<file path="config.mk">
export PLATFORM = sky130hd
export DESIGN_NAME = dif_mode_arbiter
export DESIGN_NICKNAME = d
export VERILOG_FILES = /design/src/rtl/dif_mode_arbiter.sv
export SDC_FILE = /design/constraint.sdc
export NUM_CORES = 1
export LEC_CHECK = 0
export BUFFER_PORTS_ARGS = -buffer_cell sky130_fd_sc_hd__buf_2
export CORE_MARGIN = 1
export CORE_UTILIZATION = 45
export DETAILED_ROUTE_END_ITERATION = 8
export PLACE_DENSITY = 0.73
export SETUP_SLACK_MARGIN = 0.05
export SYNTH_ARGS = -nofsm -noshare
export SYNTH_HDL_FRONTEND = slang
export SYNTH_SLANG_ARGS = --single-unit
</file>
<file path="constraint.sdc">
create_clock -name clk -period 1.81 [get_ports clk]
set_input_delay 0.543 -clock clk [delete_from_list [all_inputs] [get_ports clk]]
set_output_delay 0.543 -clock clk [all_outputs]
set_load 0.005 [all_outputs]
</file>
<file path="src/rtl/dif_mode_arbiter.sv">
// Two-requester arbiter for the difficulty-mode byte path: round-robin grant,
// optional lock to one source, registered output under a valid/ready handshake.
//
// state | meaning
// IDLE  | no byte presented; eligibility evaluated every cycle
// HOLD  | granted byte on Out with outValid high, waiting for outReady
module dif_mode_arbiter #(
  parameter int WIDTH   = 8,
  parameter int TIMEOUT = 15,
  parameter int CNT_W   = 4
) (
  input  logic             clk,
  input  logic             rst_n,
  input  logic             req1,
  input  logic [WIDTH-1:0] Mod1,
  input  logic             req2,
  input  logic [WIDTH-1:0] Mod2,
  input  logic             lockEn,
  input  logic             lockSel,
  input  logic             outReady,
  output logic             outValid,
  output logic [WIDTH-1:0] Out,
  output logic             difMod,
  output logic             gnt1,
  output logic             gnt2,
  output logic             timeoutErr
);

  typedef enum logic {IDLE, HOLD} state_t;

  localparam bit              TO_EN    = (TIMEOUT != 0);
  localparam logic [CNT_W-1:0] CNT_LAST = CNT_W'(TIMEOUT - 1);

  state_t           state, state_nxt;
  logic [CNT_W-1:0] cnt, cnt_nxt;
  logic             last_win, last_win_nxt;
  logic             valid_nxt, dif_nxt, gnt1_nxt, gnt2_nxt, to_nxt;
  logic [WIDTH-1:0] out_nxt;
  logic             e1, e2, win;

  assign e1  = req1 & (~lockEn | ~lockSel);
  assign e2  = req2 & (~lockEn | lockSel);
  // On a tie the requester that did not win last time gets the path.
  assign win = (e1 & e2) ? ~last_win : e2;

  always_ff @(posedge clk) begin
    if (!rst_n) begin
      state      <= IDLE;
      cnt        <= '0;
      last_win   <= 1'b1;
      outValid   <= 1'b0;
      Out        <= '0;
      difMod     <= 1'b0;
      gnt1       <= 1'b0;
      gnt2       <= 1'b0;
      timeoutErr <= 1'b0;
    end else begin
      state      <= state_nxt;
      cnt        <= cnt_nxt;
      last_win   <= last_win_nxt;
      outValid   <= valid_nxt;
      Out        <= out_nxt;
      difMod     <= dif_nxt;
      gnt1       <= gnt1_nxt;
      gnt2       <= gnt2_nxt;
      timeoutErr <= to_nxt;
    end
  end

  always_comb begin
    state_nxt    = state;
    cnt_nxt      = cnt;
    last_win_nxt = last_win;
    valid_nxt    = outValid;
    out_nxt      = Out;
    dif_nxt      = difMod;
    gnt1_nxt     = 1'b0;
    gnt2_nxt     = 1'b0;
    to_nxt       = 1'b0;
    case (state)
      IDLE: begin
        valid_nxt = 1'b0;
        if (e1 | e2) begin
          state_nxt    = HOLD;
          cnt_nxt      = '0;
          last_win_nxt = win;
          valid_nxt    = 1'b1;
          out_nxt      = win ? Mod2 : Mod1;
          dif_nxt      = win;
          gnt1_nxt     = ~win;
          gnt2_nxt     = win;
        end
      end
      HOLD: begin
        // outReady takes priority over the timeout limit in the same cycle.
        if (outReady) begin
          valid_nxt = 1'b0;
          state_nxt = IDLE;
        end else if (TO_EN && (cnt == CNT_LAST)) begin
          valid_nxt = 1'b0;
          to_nxt    = 1'b1;
          state_nxt = IDLE;
        end else begin
          cnt_nxt = cnt + CNT_W'(1);
        end
      end
      default: state_nxt = IDLE;
    endcase
  end

endmodule

</file>
==> summary.md <==
| Metric | Value |
|---|---|
| CP Launch Type | `primary input` |
| Syn Inst Count | `97` |
| Top-area cell type share of the netlist area | `0.457` |
| Congestion Overflow GR | `0` |
| Number of setup buffers added after CTS | `0` |
| Avg WL per Cell | `11.2 um` |
| Hold Buf Count CTS | `0` |
| RePlAce Congestion | `0.716` |
| Total power draw | `842 uW` |
| Worst Hold Class | `reg2reg` |
| Critical Path RT | `2.03 ns` |
| Worst rel slew slack | `0.630` |
| Final WS setup | `0.306 ns` |
| Via-per-instance ratio | `5.10` |
| DRT iter0 DRCs | `8` |
| Die Y | `45 um` |
| Antenna violations before repair | `0` |
| RSZ-0062 raised after global routing | `no` |
| CTS clk-pin slew, worst paths | `0.10 ns` |
| Syn-to-layout area delta | `24.8%` |
| Seq cells post-synth | `19` |
| Core Util, Final | `0.601` |
| Total routed wirelength | `1750 um` |
| Largest net degree at the start of global routing | `18` |
| Cell area after synthesis | `832 um^2` |
| CTS tree | `built` |
| Min cycle time layout | `1.50 ns` |
| Via Count | `800` |
| Status | `finished clean` |
| Peak Freq | `0.665 GHz` |
| Row Count | `15` |
| Fin crit share | `0.831` |
| CTS Buf Count | `3` |
| # DRC | `0` |
| Layout net count | `158` |
| Initial Utilization | `0.482` |
| Share of cells above drive strength 1 | `0.341` |
| Synth cell types | `24` |
| Worst reg2reg path depth | `6` |
| Skew-Pair Late Insertion Delay | `0.29 ns` |
| Dominant cell type by area after synthesis | `dfxtp_1` |
| Critical path peak fanout | `14` |
| Chip Width | `45 um` |
| Clk sink count | `19` |
| Hold Vio Cnt, Final | `0` |
| Finished Layout Cells | `157` |
| Global-route wire length before repair | `2980 um` |
| Most common cell after layout, fill and taps aside | `buf_2` |
| Flop2flop setup slack | `0.48 ns` |
| Slew @ Worst Pin | `0.555 ns` |
| Post-Syn Area per Cell | `8.58 um^2` |
| Lkg Pwr | `0.485 nW` |
| Most frequent cells in the layout | `35 x buf_2, 19 x dfxtp_1, 16 x nand2_1, 9 x nand3_1` |
| Worst vdd ir | `0.000461 V` |
| Inserted Diodes | `0` |
| PD cells | `810 nW/um^2` |
| Register area share after synthesis | `0.457` |
| Post-CTS sizing | `0` |
| Worst hold margin | `0.468 ns` |
| Setup Skew | `0.00856 ns` |
| Max Cap Viol | `0` |
| ANT nets after route | `0` |
| Crit path kind | `in2reg` |
| IO Pins | `36` |
| IO Port Bufs | `35` |
| FILL cells | `166` |
| Die area | `2030 um^2` |
| Vias in the first global route | `719` |
| Synth top area cells | `dfxtp_1 46%, nand2_1 7.2%, a21oi_2 6.3%` |
| Core Footprint | `1730 um^2` |
| Drt pass-1 iters | `4` |
| Arr. time, crit path | `1.72 ns` |
| Setup WS pre-CTS | `-0.000494 ns` |
| Root Buffer | `clkbuf_4` |
| Inst Count DP | `153` |
| Synth warnings | `0` |
| Max-slew violations | `0` |
| GRT Util Overall | `0.205` |
| H-tree depth | `1` |
| Setup violations, final | `0` |
| CP Capture Type | `flip-flop` |
| Hold path depth | `2` |
| Syn nets | `122` |
| CTS Buffer Depth | `2` |
kinds of logic after synthesis:
group	Yosys count	share of synthesized area
simple gates	37	0.203
compound gates	30	0.232
flops	19	0.457
buf+inv	6	0.0451
xor+xnor	2	0.0211
fa+ha+maj	2	0.0301
mux	1	0.0120
worst max-delay path, stage by stage:
cell      delay [ns]
buf_2           0.10
mux2i_1         0.22
a211o_1         0.51
nand3_1         0.14
a21boi_0        0.20
sequential cells by signal, indices dropped and copies added, names as in the netlist:
name	flops
Out	8
cnt	4
difMod	1
gnt1	1
gnt2	1
last_win	1
outValid	1
state	1
timeoutErr	1
cells in the mapped netlist (all sizes together):
| library cell | count |
|---|---|
| a21oi | 14 |
| nand2b | 1 |
| a31oi | 1 |
| a21boi | 5 |
| and3 | 2 |
| buf | 3 |
| nor2b | 1 |
| nand3b | 1 |
| nand4b | 1 |
| ha | 2 |
| nand2 | 16 |
| nor2 | 6 |
| mux2i | 1 |
| a211o | 1 |
| o21ai | 8 |
| nand3 | 9 |
| inv | 1 |
| clkbuf | 2 |
| xor2 | 2 |
| a211oi | 1 |
| dfxtp | 19 |
per-stage QoR:
step,cell area [um^2],setup TNS [ns]
2_1_floorplan,832,0
3_3_place_gp,1010,0
3_5_place_dp,1010,-0.000494
4_1_cts,1040,0
5_1_grt,1040,0
6_report,1040,0
routing by layer:
layer / vias up / routed length (um) / GRT usage
li1: 408 / - / -
met1: 361 / 819 / 0.258
met2: 27 / 806 / 0.325
met3: 4 / 98 / 0.0560
met4: 0 / 29 / 0.0970
met5: - / 0 / 0
final timing paths:
check	to	from
setup / recovery	cnt[0]$_SDFFE_PN0P_	lockSel
hold / removal	outValid$_SDFFE_PN0P_	outValid$_SDFFE_PN0P_
setup reg to reg	cnt[0]$_SDFFE_PN0P_	cnt[0]$_SDFFE_PN0P_
hold reg to reg	outValid$_SDFFE_PN0P_	outValid$_SDFFE_PN0P_
power breakdown:
group | internal (mW) | leakage [nW] | total, mW | switching [mW]
clock | 0.0857 | 0.0150 | 0.213 | 0.127
sequential | 0.450 | 0.156 | 0.466 | 0.0154
combinational | 0.0732 | 0.314 | 0.163 | 0.0900
area by class of cell:
type | instances | area (um^2) | area share
timing repair buffer | 36 | 183 | 0.176
sequential | 19 | 380 | 0.366
clock buffer | 4 | 26.3 | 0.0253
tap | 25 | 31.3 | 0.0301
inverter | 1 | 3.75 | 0.00361
multi-input combinational | 72 | 414 | 0.399
Note: power is estimated with default switching activity, not from simulation.
